File: config.mk
export PLATFORM = sky130hd
export DESIGN_NAME = dplca_txop_monitor
export DESIGN_NICKNAME = d
export VERILOG_FILES = /design/src/rtl/dplca_pkg.sv /design/src/rtl/dplca_txop_stats.sv /design/src/rtl/dplca_txop_monitor.sv
export SDC_FILE = /design/constraint.sdc
export NUM_CORES = 1
export LEC_CHECK = 0
export BUFFER_PORTS_ARGS = -buffer_cell sky130_fd_sc_hd__buf_2
export CORE_ASPECT_RATIO = 1.25
export CORE_UTILIZATION = 50
export DETAILED_ROUTE_END_ITERATION = 10
export MAX_ROUTING_LAYER = met4
export PLACE_DENSITY = 0.78
export SETUP_SLACK_MARGIN = 0.02
export SLEW_MARGIN = 20
export SYNTH_ARGS = -nofsm -noshare
export SYNTH_HDL_FRONTEND = slang
export SYNTH_SLANG_ARGS = --single-unit
File: constraint.sdc
create_clock -name clk -period 3.8 [get_ports clk]
set_clock_uncertainty 0.1 [all_clocks]
set_input_delay 0.76 -clock clk [delete_from_list [all_inputs] [get_ports clk]]
set_output_delay 0.76 -clock clk [all_outputs]
set_load 0.05 [all_outputs]
File: src/rtl/dplca_pkg.sv
// dplca_pkg: claim encoding shared with the DPLCA aging block, TXOP tracking states and boolean constants.
package dplca_pkg;
  localparam logic ON = 1'b1;
  localparam logic OFF = 1'b0;
  localparam logic TRUE = 1'b1;
  localparam logic FALSE = 1'b0;
  localparam logic [1:0] CLAIM_SOFT = 2'b00;
  localparam logic [1:0] CLAIM_HARD = 2'b01;
  localparam logic [1:0] CLAIM_NONE = 2'b10;
  typedef enum logic [1:0] {DISABLED, WAIT_BEACON, TXOP_OPEN, TXOP_BUSY} state_e;
endpackage

File: src/rtl/dplca_txop_stats.sv
// dplca_txop_stats: wrapping per-class totals of issued TXOP reports.
module dplca_txop_stats
  import dplca_pkg::*;
(
  input  logic        clk,
  input  logic        clr,
  input  logic        fire,
  input  logic [1:0]  claim,
  output logic [15:0] hard_total,
  output logic [15:0] soft_total,
  output logic [15:0] none_total
);
  always_ff @(posedge clk) begin
    if (clr) begin
      hard_total <= '0;
      soft_total <= '0;
      none_total <= '0;
    end else begin
      hard_total <= hard_total + 16'(fire && claim == CLAIM_HARD);
      soft_total <= soft_total + 16'(fire && claim == CLAIM_SOFT);
      none_total <= none_total + 16'(fire && claim == CLAIM_NONE);
    end
  end
endmodule

File: src/rtl/dplca_txop_monitor.sv
// dplca_txop_monitor: classifies each PLCA TXOP as HARD/SOFT/NONE and reports it to the aging block.
// Define DPLCA_TXOP_STATS_EN to add the hard/soft/none report totals.
module dplca_txop_monitor
  import dplca_pkg::*;
#(
  parameter int unsigned MAX_ID = 255
) (
  input  logic        clk,
  input  logic        reset_n,
  input  logic        dplca_en,
  input  logic [7:0]  plca_node_count,
  input  logic        beacon,
  input  logic        to_expired,
  input  logic        carrier,
  input  logic        commit_seen,
  input  logic        dplca_txop_table_upd,
  output logic        dplca_txop_end,
  output logic [1:0]  dplca_txop_claim,
  output logic [7:0]  dplca_txop_id,
  output logic [7:0]  overrun_cnt
`ifdef DPLCA_TXOP_STATS_EN
  ,
  output logic [15:0] hard_total,
  output logic [15:0] soft_total,
  output logic [15:0] none_total
`endif
);
  localparam logic [7:0] MAX_ID_L = 8'(MAX_ID);
  state_e state, state_nx;
  logic [7:0] cur_id, cur_id_nx, last_id, pend_id, fire_id;
  logic soft_flag, soft_flag_nx, close, last, pend, issue_ok, fire, store, drop;
  logic [1:0] close_claim, pend_claim, fire_claim;
  assign last_id = (plca_node_count == 8'd0) ? 8'd0 : plca_node_count - 8'd1;
  assign last = (cur_id == last_id) || (cur_id == MAX_ID_L);
  always_comb begin
    state_nx = state;
    cur_id_nx = cur_id;
    soft_flag_nx = soft_flag;
    close = FALSE;
    close_claim = CLAIM_NONE;
    case (state)
      DISABLED: state_nx = WAIT_BEACON;
      WAIT_BEACON: if (beacon) begin
        state_nx = TXOP_OPEN;
        cur_id_nx = '0;
        soft_flag_nx = FALSE;
      end
      TXOP_OPEN: begin
        soft_flag_nx = soft_flag | commit_seen;
        if (carrier) state_nx = TXOP_BUSY;
        else if (to_expired) begin
          close = TRUE;
          close_claim = soft_flag_nx ? CLAIM_SOFT : CLAIM_NONE;
        end
      end
      TXOP_BUSY: if (!carrier) begin
        close = TRUE;
        close_claim = CLAIM_HARD;
      end
    endcase
    if (close) begin
      state_nx = last ? WAIT_BEACON : TXOP_OPEN;
      cur_id_nx = last ? cur_id : cur_id + 8'd1;
      soft_flag_nx = FALSE;
    end
    // a beacon mid-cycle restarts at ID 0; any coincident close is still reported
    if (beacon && (state == TXOP_OPEN || state == TXOP_BUSY)) begin
      state_nx = TXOP_OPEN;
      cur_id_nx = '0;
      soft_flag_nx = FALSE;
    end
  end
  assign issue_ok = !dplca_txop_end && !dplca_txop_table_upd;
  assign fire = issue_ok && (pend || close);
  assign fire_claim = pend ? pend_claim : close_claim;
  assign fire_id = pend ? pend_id : cur_id;
  assign store = close && (!issue_ok || pend);
  assign drop = close && pend && !issue_ok;
  always_ff @(posedge clk) begin
    if (!reset_n || !dplca_en) begin
      state <= DISABLED;
      cur_id <= '0;
      soft_flag <= FALSE;
      dplca_txop_end <= OFF;
      dplca_txop_claim <= CLAIM_NONE;
      dplca_txop_id <= '0;
      pend <= FALSE;
      pend_claim <= CLAIM_NONE;
      pend_id <= '0;
      if (!reset_n) overrun_cnt <= '0;
    end else begin
      state <= state_nx;
      cur_id <= cur_id_nx;
      soft_flag <= soft_flag_nx;
      if (dplca_txop_end && dplca_txop_table_upd) dplca_txop_end <= OFF;
      if (fire) begin
        dplca_txop_end <= ON;
        dplca_txop_claim <= fire_claim;
        dplca_txop_id <= fire_id;
      end
      pend <= issue_ok ? (pend && close) : (pend || close);
      if (store && !drop) begin
        pend_claim <= close_claim;
        pend_id <= cur_id;
      end
      if (drop && overrun_cnt != 8'hFF) overrun_cnt <= overrun_cnt + 8'd1;
    end
  end
`ifdef DPLCA_TXOP_STATS_EN
  dplca_txop_stats u_stats (
    .clk       (clk),
    .clr       (!reset_n || !dplca_en),
    .fire      (fire),
    .claim     (fire_claim),
    .hard_total(hard_total),
    .soft_total(soft_total),
    .none_total(none_total)
  );
`endif
endmodule
# [After elaboration in Yosys (flattened, before gate mapping)]
# Cells that the tools add are included.
[word_totals] out_inout_bits=19 input_bits=16 ff_bits=41 wordCells=94
[op_classes] bitwise=1 addsub=3 n_eq_ne=13 n_mux=30 n_reduce_logical=36
[op_table] operator="$mux 8" n=9
[op_table] operator="$mux 2" n=10
[op_table] operator="$add 8x1->8 const B" n=2
[op_table] operator="$reduce_bool 2->1" n=5
[op_table] operator="$logic_and 1x1->1" n=9
[op_table] operator="$reduce_and 3->1" n=3
[op_table] operator="$eq 8x8->1" n=1
[op_table] operator="$eq 8x8->1 const B" n=1
[op_table] operator="$logic_not 8->1" n=1
[op_table] operator="$ne 8x8->1 const B" n=1
[op_table] operator="$sub 8x1->8 const B" n=1
[op_table] operator="$mux 1" n=7
[op_table] operator="$logic_not 1->1" n=6
[op_table] operator="$ne 2x2->1 const B" n=3
[op_table] operator="$ne 3x3->1 const B" n=2
[op_table] operator="$pmux 2 s3" n=1
[op_table] operator="$logic_or 1x1->1" n=5
[op_table] operator="$reduce_bool 5->1" n=1
[op_table] operator="$eq 2x2->1 const B" n=2
[op_table] operator="$ne 4x3->1 const B" n=1
[op_table] operator="$ne 4x4->1 const B" n=1
[op_table] operator="$pmux 1 s2" n=2
[op_table] operator="$pmux 2 s2" n=1
[op_table] operator="$reduce_and 2->1" n=2
[op_table] operator="other kinds (6)" n=6

# [Longest topological paths before layout]
[depth] word_depth=8 depth_mapped=10 depth_no_buf=9

# [Worst setup path before layout]
# OpenSTA, ideal clock, no wires.
[synth_path] kind="input port to flip-flop" start="input port plca_node_count[0]" end="register cur_id[4]" path_stages=9 setup_time_ns=0.122 arrival_time_ns=3.062 path_buffers=1 setup_slack_ns=0.516 required_time_ns=3.578 path_cell_list="inv_1 ha_1 or4b_4 or2_4 a221oi_2 o22ai_1 or4_4 buf_6 o311a_1"
[synth_via] elab_chain_len=6 word_cells_on_any_way=7 cone_classes="1 x add/sub; 2 x eq/ne; 1 x mux; 3 x reduce/logical"
[synth_rtl] element="start: declaration" line="dplca_txop_monitor.sv:11" rtl="input logic [7:0] plca_node_count,"
[synth_rtl] element="$sub 8x1->8 or $logic_not 8->1 (tied branches)" line="dplca_txop_monitor.sv:33" rtl="assign last_id = (plca_node_count == 8'd0) ? 8'd0 : plca_node_count - 8'd1;"
[synth_rtl] element="$mux 8 *" line="dplca_txop_monitor.sv:33"
[synth_rtl] element="$eq 8x8->1 *" line="dplca_txop_monitor.sv:34" rtl="assign last = (cur_id == last_id) || (cur_id == MAX_ID_L);"
[synth_rtl] element="$logic_or 1x1->1 *" line="dplca_txop_monitor.sv:34"
[synth_rtl] element="$ne 2x2->1 (no line) *"
[synth_rtl] element="$reduce_and 3->1 (no line) *"
[synth_rtl] element="end signal: assignment" line="dplca_txop_monitor.sv:93" rtl="cur_id <= cur_id_nx;"
[synth_rtl] element="end: declaration" line="dplca_txop_monitor.sv:30" rtl="logic [7:0] cur_id, cur_id_nx, last_id, pend_id, fire_id;"
# Every way passes the cells marked *; elsewhere a longest branch is shown, timed or not.
# A chain may end at the register's enable or synchronous reset.

# [Worst setup path in the final report]
# Same ends and word-level chain as after synthesis.

==> metrics.md <==
| Metric | Value |
|---|---|
| RSZ-0062 raised after global routing | no |
| Post-DP HPWL | 3595 um |
| Max-slew violations | 0 |
| PwrDens | 328.5 nW/um^2 |
| Largest net degree at the start of global routing | 29 |
| Ys Warns | 0 |
| I/O pins | 35 |
| Clock Power Share | 0.313 |
| Multi-input gate area | 1403 um^2 |
| Crit-path max FO | 10 |
| Layout cells sized above 1 | 0.1794 |
| Number of fill cells | 405 |
| #FFs+latches synth | 41 |
| Post-synthesis sequential area ratio | 0.3752 |
| Hold_buf cts | 0 |
| Worst min path class | reg -> reg |
| Yosys top cell area share | 0.2751 |
| Crit-path cells | buf_2, inv_1, ha_1, or4b_4, or2_4, a221oi_2, o22ai_1, or4_4, o311a_1 |
| Prevailing post-synth register cell | dfxtp_1 |
| CTS tree | yes |
| EDFF count, synth | 8 |
| Ys async rst share | 0 |
| Yosys top cell by area | dfxtp_1 |
| Mapped Cells | 273 |
| Sw power | 0.2460 mW |
| Synth Area per Inst | 8.795 um^2 |
| Comb power frac | 0.160 |
| Clk sinks | 41 |
| Vias after detailed routing | 2,114 |
| Tmin final | 3.204 ns |
| Setup crit start | plca_node_count[0] |
| Die Ht | 79.48 um |
| Area of all sequential standard cells | 900.9 um^2 |
| R2R setup slack | 1.10 ns |
| Setup TNS | 0 ns |
| Ant diodes | 0 |
| DR WL/cell | 13.60 um |
| FF-to-FF End | cur_id[7]$_SDFFE_PP0P_ |
| WP data arrival | 3.28 ns |
| Final Setup Violations | 0 |
| Bufs on Longest Clock Path | 2 |
| CTS clk-pin slew, worst paths | 0.07 ns |
| Area delta synth->final | 11.36% |
| Unique masters post-synth | 54 |
| Post-CTS setup buffer count | 0 |
| DRC violations left | 0 |
| Clk_lat worst skew | 0.29 ns |
| DRT Wirelength | 4881 um |
| Crit-path max cell delay | 0.62 ns |
| Final Cycle Share | 0.8433 |
| Worst reg2reg path depth | 9 |
| Crit-path slowest cell | or4_4 |
| Worst-Margin Slew | 0.7722 ns |
| H-tree depth | 2 |
| FMAX | 312.1 MHz |
| DR vias/cell | 5.889 |
| Crit path capture type | flip-flop |
| Grt ovf | 0 |
| Num CTS Buffers | 5 |
| Routability Congestion | 0.8543 |
| CP Class | in -> reg |
| Core region area | 4493 um^2 |
| Starting Density | 0.5344 |
| Leak Pwr | 0.9721 nW |
| Root Driver | clkbuf_8 |
| Worst VDD drop | 0.0001764 V |
| Routed Antenna Nets | 0 |
| Syn nets | 297 |
| Critical path data required time | 3.88 ns |
| Count of final hold-check violations | 0 |
| Layout Nets | 324 |
| Synth Cell Area | 2401 um^2 |
| Cell Int Power | 0.6325 mW |
| Status | finished, final reports clean |
| Initial antenna violation count | 0 |
| Ranking of synthesized cells by area | dfxtp_1 28%, edfxtp_1 10%, mux2i_1 8.3%, nor2_1 4.7%, ha_1 4.2% |
| Sw Ratio | 0.2800 |
| Startpoint Class | primary input |
| Resize count post-CTS | 0 |
| Critical R2R Launch | state[0]$_SDFFE_PP0P_ |
| Die Wd | 63.98 um |
| Die ar. | 5085 um^2 |
| Global-route wire length before repair | 8500 um |
| Synth top cells by count | 33 x dfxtp_1, 30 x nor2_1, 20 x mux2i_1 |
| Tot GR Track Use | 0.2173 |
| Count leader, synth | dfxtp_1 |
| MaxCap Viol Count | 0 |
| I/O Buffers | 34 |
| Flop pwr share | 0.527 |
| Pre-antenna DRT Iters | 4 |
| Fin area | 2674 um^2 |
| Number of global-route vias before repair | 1,919 |
| Num rows | 27 |
| Critical path destination | cur_id[4]$_SDFFE_PP0P_ |
| Slew headroom | 0.4845 |
| Post-DP Area | 2587 um^2 |
| Initial drt markers | 97 |
==> state kept, by name, indices dropped and copies added, names as in the netlist <==
signal and count:
dplca_txop_claim 2, pend_claim 2, soft_flag 1, pend 1, cur_id 8, overrun_cnt 8, dplca_txop_id 8, state 2
dplca_txop_end 1, pend_id 8
==> logic make-up after synthesis <==
| logic type | share of synthesized area |
|---|---|
| simple gates | 0.2543 |
| compound gates | 0.1793 |
| flops | 0.3752 |
| buf+inv | 0.04064 |
| mux | 0.08338 |
| fa+ha+maj | 0.04169 |
| xor+xnor | 0.02553 |
==> power by group through the flow <==
stage          clock network (mW)  registers (mW)  logic, mW
2_1_floorplan                   0           0.490     0.0845
3_3_place_gp                    0           0.472      0.137
3_5_place_dp                    0           0.473      0.141
4_1_cts                     0.282           0.463      0.141
5_1_grt                     0.301           0.465      0.155
6_report                    0.275           0.463      0.140
==> through the flow <==
step           worst slack (ns)    util  total power, mW  std cells  hold slack, ns
4_1_cts                  0.6047  0.5951           0.8863        359          0.3855
3_5_place_dp             0.2862  0.5759           0.6140        351          0.3741
6_report                 0.5956  0.5951           0.8784        359          0.3821
2_1_floorplan            0.5163       -           0.5747        273          0.3499
3_3_place_gp             0.3622  0.5759           0.6094        351          0.3617
5_1_grt                  0.4700  0.5951           0.9211        359          0.4110
==> worst max-delay path: cells and delay by family <==
kind,cells,cell delay (ns)
adders and majority gates,1,0.24
AOI/OAI and AO/OA,3,0.69
buffers and inverters,2,0.18
and+or+nand+nor,3,1.41
==> cell type report <==
cell class              count  share of cell area
flip-flops and latches     41              0.3369
well taps                  58             0.02714
inverters                   5            0.007019
clock buffers               5             0.02574
clock inverters             3            0.006551
repair buffers             37             0.07206
multi-input cells         210              0.5246
==> layout by cell type (no fill, tap or decap), types with 5 or more instances in the layout <==
cell      synthesis  routed
edfxtp_1          8       8
buf_2             0      34
o21a_1            5       5
ha_1              8       8
nand3_1          10      10
inv_1             5       5
a211oi_1          9       9
dfxtp_1          33      33
nor2_1           30      30
or3_1             5       5
mux2i_1          20      20
o21ai_0          10      10
a21oi_1          16      16
nand2_1          19      19
clkbuf_8          0       5
nor2b_1           6       6
nand2b_1          6       6
==> routing by layer <==
metal / global-route usage / vias to the layer above / wire length, um / part of all wire
met5: - / - / 0 / 0
met4: 0.09091 / 0 / 68 / 0.014
met3: 0.04143 / 6 / 189 / 0.039
met2: 0.3660 / 41 / 2442 / 0.50
met1: 0.2518 / 1007 / 2181 / 0.45
li1: - / 1060 / - / -
==> worst min path at each step <==
| stage | from | to | slack (ns) | cells after the start |
|---|---|---|---|---|
| finish | pend_claim[0]$_SDFFE_PP0P_ | pend_claim[0]$_SDFFE_PP0P_ | 0.38 | 2 |
| detailed placement | pend_claim[0]$_SDFFE_PP0P_ | pend_claim[0]$_SDFFE_PP0P_ | 0.37 | 2 |
| global route | pend_claim[0]$_SDFFE_PP0P_ | pend_claim[0]$_SDFFE_PP0P_ | 0.41 | 2 |
| CTS | pend_claim[0]$_SDFFE_PP0P_ | pend_claim[0]$_SDFFE_PP0P_ | 0.39 | 2 |
| floorplan | pend_claim[0]$_SDFFE_PP0P_ | pend_claim[0]$_SDFFE_PP0P_ | 0.35 | 2 |
| global placement | pend_claim[0]$_SDFFE_PP0P_ | pend_claim[0]$_SDFFE_PP0P_ | 0.36 | 2 |
Power figures use the tool's default switching activity.
